$ cat config.mk
export PLATFORM = sky130hd
export DESIGN_NAME = serial_adder
export DESIGN_NICKNAME = d
export VERILOG_FILES = /design/src/rtl/serial_adder.sv
export SDC_FILE = /design/constraint.sdc
export NUM_CORES = 1
export LEC_CHECK = 0
export CORE_ASPECT_RATIO = 1.1
export CORE_UTILIZATION = 45
export DETAILED_ROUTE_END_ITERATION = 16
export HOLD_SLACK_MARGIN = 0.02
export PLACE_DENSITY = 0.83
export SYNTH_ARGS = -nofsm -noshare
export SYNTH_HDL_FRONTEND = slang
export SYNTH_SLANG_ARGS = --single-unit
$ cat constraint.sdc
create_clock -name clk -period 2.8 [get_ports clk]
set_input_delay 0.28 -clock clk [delete_from_list [all_inputs] [get_ports clk]]
set_output_delay 0.28 -clock clk [all_outputs]
set_load 0.01 [all_outputs]
$ cat src/rtl/serial_adder.sv
// Bit-serial adder: operands taken over a valid/ready handshake, summed LSB-first
// through one full_adder cell and a carry flop, result returned over a second handshake.

module full_adder (
   input  logic i_a,
   input  logic i_b,
   input  logic i_c,
   output logic o_s,
   output logic o_c
);
   assign o_s = i_a ^ i_b ^ i_c;
   assign o_c = (i_a & i_b) | (i_a & i_c) | (i_b & i_c);
endmodule

module serial_adder #(
   parameter int unsigned WIDTH = 8
) (
   input  logic             clk,
   input  logic             rst,
   input  logic             in_valid,
   output logic             in_ready,
   input  logic [WIDTH-1:0] a,
   input  logic [WIDTH-1:0] b,
   input  logic             cin,
   output logic             out_valid,
   input  logic             out_ready,
   output logic [WIDTH-1:0] sum,
   output logic             cout,
   output logic             busy
);
   localparam int unsigned CW = $clog2(WIDTH + 1);

   typedef enum logic [1:0] {
      S_IDLE,
      S_SHIFT,
      S_DONE
   } state_t;

   state_t           r_state;
   state_t           w_state_nxt;
   logic [WIDTH-1:0] r_a_sh;
   logic [WIDTH-1:0] r_b_sh;
   logic [WIDTH-1:0] w_acc_nxt;
   logic             r_carry;
   logic [CW-1:0]    r_bit_cnt;
   logic [WIDTH-1:0] r_sum;
   logic             r_cout;
   logic             w_s;
   logic             w_c;
   logic             w_last;

   full_adder u_fa (
      .i_a (r_a_sh[0]),
      .i_b (r_b_sh[0]),
      .i_c (r_carry),
      .o_s (w_s),
      .o_c (w_c)
   );

   // Sum bits shift into the vacated top of the A register, so it doubles as sum_sh.
   if (WIDTH == 1) begin : g_w1
      assign w_acc_nxt = w_s;
   end else begin : g_wn
      assign w_acc_nxt = {w_s, r_a_sh[WIDTH-1:1]};
   end

   assign w_last = (r_bit_cnt == CW'(WIDTH - 1));

   always_ff @(posedge clk) begin
      if (rst) r_state <= S_IDLE;
      else     r_state <= w_state_nxt;
   end

   always_comb begin
      w_state_nxt = r_state;
      case (r_state)
         S_IDLE:  if (in_valid)  w_state_nxt = S_SHIFT;
         S_SHIFT: if (w_last)    w_state_nxt = S_DONE;
         S_DONE:  if (out_ready) w_state_nxt = S_IDLE;
         default:                w_state_nxt = S_IDLE;
      endcase
   end

   always_ff @(posedge clk) begin
      if (rst) begin
         r_a_sh    <= '0;
         r_b_sh    <= '0;
         r_carry   <= 1'b0;
         r_bit_cnt <= '0;
         r_sum     <= '0;
         r_cout    <= 1'b0;
      end else begin
         case (r_state)
            S_IDLE: begin
               if (in_valid) begin
                  r_a_sh    <= a;
                  r_b_sh    <= b;
                  r_carry   <= cin;
                  r_bit_cnt <= '0;
               end
            end
            S_SHIFT: begin
               r_a_sh    <= w_acc_nxt;
               r_b_sh    <= r_b_sh >> 1;
               r_carry   <= w_c;
               r_bit_cnt <= r_bit_cnt + 1'b1;
               if (w_last) begin
                  r_sum  <= w_acc_nxt;
                  r_cout <= w_c;
               end
            end
            default: ;
         endcase
      end
   end

   assign in_ready  = (r_state == S_IDLE);
   assign out_valid = (r_state == S_DONE);
   assign busy      = (r_state != S_IDLE);
   assign sum       = r_sum;
   assign cout      = r_cout;

endmodule

==> results.env, run 1 <==
FINAL.FILL_COUNT=280
SYN_NETS=184
WIRE_LENGTH_OF_THE_FIRST_GLOBAL_ROUTING_PASS_MM=4.80
INITIAL_CORE_UTIL=0.470
FINAL_CLOCK_PERIOD_UTILIZATION_BY_THE_WORST_PATH=0.735
LAYOUT_SKEW_NS=0.00586
ANTENNA_CELLS_INSERTED=0
PLACEABLECOREAREA_UM2=3050
HOLD_BUFFERS=0
HOLD_VIOL=0
POWER_DENSITY_nW_PER_UM2=486
CRITPATHMAXFANOUT=17
GRT_ANTENNA_BEFORE_REPAIR=0
VDD_IR_DROP_MAX_mV=0.324
WORST-SETUP-PATH-TYPE='reg -> out'
POST-ROUTE-DRC-COUNT=0
PLACE.GP.CONGESTION=0.730
ROUTE.VIAS.TOTAL=1267
CTS_MAX_PATH_BUFFERS=2
CP_CELL_SEQUENCE='nor2_1, inv_1, clkdlybuf4s50_1'
TIMING.FINAL.MAX_SLEW_VIOLATIONS=0
SHARE_COMB_OF_TOTAL_POWER=0.143
OUTCOME='finished clean'
POWER.STATIC_LEAKAGE_nW=0.632
FINAL_AREA_UM2=1770
POST-DP-HPWL_MM=2.06
YOSYSWARNINGCOUNT=0
SEQPWRFRAC=0.583
FIRST_GLOBAL_VIAS=1129
FINAL_UTIL=0.581
CAP_VIOL_MAX_COUNT=0
CRITICAL_PATH.STARTPOINT_TYPE='register'
ENDPOINT_KIND='output pin'
NETSWITCHINGFRACTION=0.258
NUMPORTBUFFERS=32
ACHIEVABLE-FREQUENCY_GHz=0.486
GRT_START_MAX_NET_PINS=34
DETAIL_ROUTE.WL_PER_CELL_UM=13.5
P_INT_mW=0.638
GRT_SETUP_UNREPAIRED='false'
AREA.GROWTH.SYNTH_TO_FINAL_PCT=23.7
GLOBAL_ROUTE.OVERFLOW_TOTAL=0
DATA_REQUIRED_TIME_AT_THE_WORST_ENDPOINT_NS=2.52
HTREE_LEVELS=2
FLOORPLAN.IO_PINS=33
GRTUSAGETOTAL=0.185
SEQ_AREA_UM2=641
DIE_HEIGHT_UM=61.2
PRE_CTS_SLACK_NS=0.849
FINAL_CRITICAL_PATH_SETUP_SLACK_NS=0.742
DIEAREA_UM2=3410
CTS_SETUP_BUFFERS=0
SETUP-TNS-FINAL_NS=0
WORST_EP_ARRIVAL_TIME_NS=1.78
SYNTH.DISTINCT_CELLS=32
CLOCK_SINK_COUNT=32
DIEWIDTH_UM=55.8
SYN_AVG_CELL_AREA_UM2=8.90
CTS_REPAIR_RESIZE_COUNT=0
FINAL_NET_COUNT=209
SETUP_VIOL=0
DETAILEDROUTE.FIRSTITERATIONVIOLATIONS=35
HOLDWS_NS=0.475
POST_ROUTE_CELLS_DRIVE_ABOVE_1_SHARE=0.0430
CTS_TREE='built'
FIRST_PASS_ITERATION_COUNT_OF_THE_DETAILED_ROUTER=5
SYN_INST=161
POST_SYNTHESIS_CELL_AREA_UM2=1430
SYNTH_SEQUENTIAL_AREA_RATIO=0.447
PERIOD_MINUS_SLACK_NS=2.06
PLACEMENT_ROWS=21
WORSTMARGINPINSLEW_NS=0.929
SHARE_CLK_OF_TOTAL_POWER=0.274
PATH_CLK_SLEW_NS=0.09
POWER.SWITCHING_mW=0.222
POST_DRT_VIA_CELL_RATIO=5.76
CRIT_SLOWEST_CELL='sky130_fd_sc_hd__dfxtp_1'
CRIT_PATH_MAX_INCR_DELAY_NS=0.69
TOTALWIRELENGTH_MM=2.98
ANTENNA_LEFT=0
MULTI_INPUT_AREA_UM2=697
TRITONCTS.NUM_BUFFERS=5
YOSYS_REGISTER_BITS=32
PLACE_AREA_UM2=1730
HOLD_PATH_CLASS='reg -> reg'
CLOCK_LATENCY_NS=0.33
TIMING.SLEW.HEADROOM=0.379
CLOCKROOTBUFFER='sky130_fd_sc_hd__clkbuf_4'
LAYOUT.CELLS.MOST_COMMON_LIST='sky130_fd_sc_hd__dfxtp_1, sky130_fd_sc_hd__clkdlybuf4s50_1, sky130_fd_sc_hd__nor2_1'
-- critical path: cells and delay by family, from the launching register on --
| kind | cells | cell delay [ns] |
|---|---|---|
| DFF | 1 | 0.69 |
| and+or+nand+nor | 1 | 0.15 |
| buffers and inverters | 2 | 0.61 |
-- cells in the mapped netlist --
| library cell | count | area [µm²] |
|---|---|---|
| sky130_fd_sc_hd__and2b_1 | 1 | 7.51 |
| sky130_fd_sc_hd__nand2_1 | 4 | 15.0 |
| sky130_fd_sc_hd__o21ai_1 | 1 | 5.00 |
| sky130_fd_sc_hd__inv_1 | 3 | 11.3 |
| sky130_fd_sc_hd__a32oi_1 | 1 | 8.76 |
| sky130_fd_sc_hd__a22oi_1 | 2 | 15.0 |
| sky130_fd_sc_hd__mux2i_1 | 1 | 10.0 |
| sky130_fd_sc_hd__o21ai_0 | 8 | 40.0 |
| sky130_fd_sc_hd__nand2b_1 | 10 | 62.6 |
| sky130_fd_sc_hd__o22ai_1 | 10 | 62.6 |
| sky130_fd_sc_hd__o21ba_1 | 1 | 10.0 |
| sky130_fd_sc_hd__o2bb2ai_1 | 6 | 52.6 |
| sky130_fd_sc_hd__a211oi_1 | 17 | 128 |
| sky130_fd_sc_hd__buf_2 | 5 | 25.0 |
| sky130_fd_sc_hd__and3b_1 | 1 | 8.76 |
| sky130_fd_sc_hd__nand4b_1 | 9 | 78.8 |
| sky130_fd_sc_hd__buf_6 | 1 | 11.3 |
| sky130_fd_sc_hd__and2_1 | 1 | 6.26 |
| sky130_fd_sc_hd__a31oi_1 | 1 | 6.26 |
| sky130_fd_sc_hd__inv_4 | 1 | 6.26 |
| sky130_fd_sc_hd__clkbuf_1 | 7 | 26.3 |
| sky130_fd_sc_hd__or4_1 | 1 | 7.51 |
| sky130_fd_sc_hd__fa_1 | 1 | 20.0 |
| sky130_fd_sc_hd__ha_1 | 1 | 12.5 |
| sky130_fd_sc_hd__nor2b_1 | 1 | 6.26 |
| sky130_fd_sc_hd__o32a_1 | 1 | 10.0 |
| sky130_fd_sc_hd__buf_4 | 2 | 15.0 |
| sky130_fd_sc_hd__a21oi_1 | 1 | 5.00 |
| sky130_fd_sc_hd__dfxtp_1 | 32 | 641 |
| sky130_fd_sc_hd__o21bai_1 | 1 | 7.51 |
| sky130_fd_sc_hd__nor2_1 | 27 | 101 |
| sky130_fd_sc_hd__nand3_1 | 2 | 10.0 |
-- cell type report --
cell class | instances | share of cell area
well taps | 34 | 0.0240
clock buffers | 6 | 0.0233
clock inverters | 1 | 0.00282
flip-flops and latches | 32 | 0.362
inverters | 4 | 0.00989
multi-input cells | 110 | 0.393
repair buffers | 33 | 0.185
-- state kept, by name (all words and copies together) (netlist names) --
register	cells
r_bit_cnt	4
cout	1
sum	8
r_state	2
r_b_sh	8
r_carry	1
r_a_sh	8
-- final timing paths --
check                           cells after the start                    start                endpoint  slack [ns]
worst max-delay path                                3  r_state[0]$_SDFFE_PP0P_                    busy        0.74
worst min-delay path                                2      sum[5]$_SDFFE_PP0P_     sum[5]$_SDFFE_PP0P_        0.48
worst max register to register                      3  r_state[0]$_SDFFE_PP0P_  r_a_sh[1]$_SDFFE_PP0P_        1.06
worst min register to register                      2      sum[5]$_SDFFE_PP0P_     sum[5]$_SDFFE_PP0P_        0.48
-- metrics by stage --
step	instances	total power, mW
final	220	0.860
after global routing	220	0.903
after CTS	220	0.869
after detailed placement	213	0.634
after global placement	213	0.629
after floorplan	161	0.588
-- power by group through the flow --
stage | Clock [mW] | Sequential [mW] | Combinational [mW]
finish | 0.235 | 0.502 | 0.123
global route | 0.263 | 0.505 | 0.134
CTS | 0.245 | 0.501 | 0.122
detailed placement | 0 | 0.512 | 0.122
global placement | 0 | 0.511 | 0.118
floorplan | 0 | 0.503 | 0.0857
-- layer usage --
layer / vias to the layer above / global-route usage / part of all wire
li1: 638 / - / -
met1: 582 / 0.218 / 0.46
met2: 42 / 0.310 / 0.46
met3: 5 / 0.0609 / 0.066
met4: 0 / 0.0929 / 0.017
met5: - / 0 / 0
-- logic make-up (layout without fill, tap and decap cells) --
kind of cell	after synthesis	in the layout	share of synthesized area
buffers and inverters	19	44	0.0664
AOI/OAI and AO/OA	50	50	0.245
muxes	1	1	0.00699
and+or+nand+nor	57	57	0.212
DFF	32	32	0.447
adders and majority gates	2	2	0.0227
Power figures use the tool's default switching activity.
==> inputs of run 2 (changes only) <==
--- a/config.mk
+++ b/config.mk
@@ -6,10 +6,10 @@
 export NUM_CORES = 1
 export LEC_CHECK = 0
 export CORE_ASPECT_RATIO = 1.1
-export CORE_UTILIZATION = 45
+export CORE_UTILIZATION = 44
 export DETAILED_ROUTE_END_ITERATION = 16
 export HOLD_SLACK_MARGIN = 0.02
-export PLACE_DENSITY = 0.83
+export PLACE_DENSITY = 0.84
 export SYNTH_ARGS = -nofsm -noshare
 export SYNTH_HDL_FRONTEND = slang
 export SYNTH_SLANG_ARGS = --single-unit
==> constraint.sdc (replaced) <==
create_clock -name clk -period 1.75 [get_ports clk]
set_input_delay 0.175 -clock clk [delete_from_list [all_inputs] [get_ports clk]]
set_output_delay 0.175 -clock clk [all_outputs]
set_load 0.01 [all_outputs]
==> run 2 against run 1 <==
Effect of this change: combinational power rose by 71%; via count rose by 0.39%; first-iteration DRC count rose by 63%; wire length rose by 2.8%; utilization rose by 2.1 points; register-to-register slack got worse by 0.70 ns; largest cell class unchanged.
==> results.env, run 2 (same netlist as run 1, synthesis figures left out) <==
INITIAL_CORE_UTIL=0.466  # was 0.470
CAP_VIOL_MAX_COUNT=0  # unchanged
DIEAREA_UM2=3490  # was 3410 µm²
CP_CELL_SEQUENCE='nor2_1, clkdlybuf4s50_1'  # was nor2_1, inv_1, clkdlybuf4s50_1
PLACE.GP.CONGESTION=0.847  # was 0.730
TOTALWIRELENGTH_MM=3.06  # was 2.98 mm
OUTCOME='finished clean'  # unchanged
VDD_IR_DROP_MAX_mV=0.821  # was 0.324 mV
DETAILEDROUTE.FIRSTITERATIONVIOLATIONS=57  # was 35
HOLD_PATH_CLASS='reg -> reg'  # unchanged
AREA.GROWTH.SYNTH_TO_FINAL_PCT=29.3  # was 23.7%
WORSTMARGINPINSLEW_NS=0.492  # was 0.929 ns
TIMING.FINAL.MAX_SLEW_VIOLATIONS=0  # unchanged
SETUP_VIOL=0  # unchanged
CLOCKROOTBUFFER='sky130_fd_sc_hd__clkbuf_4'  # unchanged
CRIT_SLOWEST_CELL='sky130_fd_sc_hd__clkdlybuf4s50_1'  # was sky130_fd_sc_hd__dfxtp_1
DIEWIDTH_UM=56.4  # was 55.8 µm
DATA_REQUIRED_TIME_AT_THE_WORST_ENDPOINT_NS=1.57  # was 2.52 ns
PLACEMENT_ROWS=21  # unchanged
ACHIEVABLE-FREQUENCY_GHz=0.609
POST_ROUTE_CELLS_DRIVE_ABOVE_1_SHARE=0.0838  # was 0.0430
FIRST_PASS_ITERATION_COUNT_OF_THE_DETAILED_ROUTER=4  # was 5
FINAL_CLOCK_PERIOD_UTILIZATION_BY_THE_WORST_PATH=0.938
TRITONCTS.NUM_BUFFERS=5  # unchanged
ROUTE.VIAS.TOTAL=1272  # was 1267
LAYOUT_COMMONEST_CELL='sky130_fd_sc_hd__clkdlybuf4s50_1'
POWER.STATIC_LEAKAGE_nW=0.671  # was 0.632 nW
CTS_SETUP_BUFFERS=0  # unchanged
POST-ROUTE-DRC-COUNT=0  # unchanged
POST_DRT_VIA_CELL_RATIO=5.65  # was 5.76
FIRST_GLOBAL_VIAS=1115  # was 1129
COMBINED_BUFFER_AND_INVERTER_COUNT_ALONG_THE_CRITICAL_PATH=1  # was 2
POWER_DENSITY_nW_PER_UM2=846  # was 486 nW/µm²
PERIOD_MINUS_SLACK_NS=1.64
DETAIL_ROUTE.WL_PER_CELL_UM=13.6  # was 13.5 µm
PLACED_CELLS=217  # was 213
CRITICAL_PATH.STARTPOINT_TYPE='register'  # unchanged
LAYOUT.CELLS.MOST_COMMON_LIST='sky130_fd_sc_hd__clkdlybuf4s50_1, sky130_fd_sc_hd__dfxtp_1, sky130_fd_sc_hd__nor2_1'  # was sky130_fd_sc_hd__dfxtp_1, sky130_fd_sc_hd__clkdlybuf4s50_1, sky130_fd_sc_hd__nor2_1
GLOBAL_ROUTE.OVERFLOW_TOTAL=0  # unchanged
HTREE_LEVELS=2  # unchanged
WORST-SETUP-PATH-TYPE='reg -> out'  # unchanged
FINAL_NET_COUNT=213  # was 209
PLACEABLECOREAREA_UM2=3070  # was 3050 µm²
TIMING.SLEW.HEADROOM=0.671  # was 0.379
CTS_MAX_PATH_BUFFERS=2  # unchanged
ENDPOINT_KIND='output pin'  # unchanged
GRT_SETUP_UNREPAIRED='false'  # unchanged
CRIT_PATH_MAX_INCR_DELAY_NS=0.57  # was 0.69 ns
CTS_TREE='built'  # unchanged
FINAL.FILL_COUNT=293  # was 280
SETUP-TNS-FINAL_NS=0  # unchanged
WORST_EP_ARRIVAL_TIME_NS=1.47  # was 1.78 ns
HOLD_BUFFERS=0  # unchanged
POST-DP-HPWL_MM=2.15  # was 2.06 mm
PATH_CLK_SLEW_NS=0.10  # was 0.09 ns
ANTENNA_CELLS_INSERTED=0  # unchanged
FLOORPLAN.IO_PINS=33  # unchanged
HOLD_VIOL=0  # unchanged
LAYOUT_SKEW_NS=0.00871  # was 0.00586 ns
CRIT_FAMILY='buffers and inverters'  # was flip-flops
GRT_ANTENNA_BEFORE_REPAIR=0  # unchanged
DIE_HEIGHT_UM=61.8  # was 61.2 µm
GRT_START_MAX_NET_PINS=42  # was 34
ANTENNA_LEFT=0  # unchanged
GRTUSAGETOTAL=0.182  # was 0.185
NUMPORTBUFFERS=32  # unchanged
FIN_CELLS=225  # was 220
WIRE_LENGTH_OF_THE_FIRST_GLOBAL_ROUTING_PASS_MM=4.90  # was 4.80 mm
CLOCK_LATENCY_NS=0.34  # was 0.33 ns
CLOCK_SINK_COUNT=32  # unchanged
CRITPATHMAXFANOUT=11  # was 17
run 2: layer usage:
layer	routed length, µm	global-route usage
met5	0	0
met1	1380	0.221
met3	178	0.0600
met2	1460	0.311
met4	36	0.0627
run 2: through the flow:
step / worst slack, ns / utilization / cell area (µm²) / total power [mW] / hold WS [ns]
after detailed placement: 0.157 / 0.575 / 1770 / 1.02 / 0.453
final: 0.109 / 0.603 / 1850 / 1.57 / 0.467
after floorplan: 0.510 / - / 1430 / 0.941 / 0.347
after CTS: 0.0271 / 0.602 / 1850 / 1.58 / 0.460
after global placement: 0.218 / 0.575 / 1770 / 1.02 / 0.453
after global routing: 0.0293 / 0.603 / 1850 / 1.64 / 0.480
run 2: path summary, 6_finish.rpt:
kind / from / end / slack, ns / cells after the start
worst max register to register: r_state[0]$_SDFFE_PP0P_ / sum[4]$_SDFFE_PP0P_ / 0.36 / 3
worst min register to register: sum[5]$_SDFFE_PP0P_ / sum[5]$_SDFFE_PP0P_ / 0.47 / 2
worst min-delay path: sum[5]$_SDFFE_PP0P_ / sum[5]$_SDFFE_PP0P_ / 0.47 / 2
worst max-delay path: r_state[0]$_SDFFE_PP0P_ / in_ready / 0.11 / 2
run 2: area by class of cell:
class,instances,area [µm²],share of cell area
Multi-Input combinational cell,110,697,0.376
Sequential cell,32,646,0.348
Timing Repair Buffer,37,370,0.200
Clock inverter,3,42.5,0.0230
Tap cell,34,42.5,0.0230
Clock buffer,5,37.5,0.0203
Inverter,4,17.5,0.00945
run 2: timing repair:
| action | in CTS | in global routing |
|---|---|---|
| endpoints found under the setup margin | 1 | 2 |
| gates resized for setup | 1 | 2 |
| endpoints found under the hold margin | 0 | 0 |
| cloned | 0 | 0 |
run 2: tightest hold or removal path, delay by kind of cell, from the launching register on:
family	cells	cell delay (ns)
flops	1	0.32
simple gates	1	0.06
compound gates	1	0.05
run 2: power by group:
part	switching (mW)	internal [mW]	total, mW
Combinational	0.0961	0.114	0.210
Sequential	0.0331	0.767	0.801
Clock	0.259	0.298	0.557
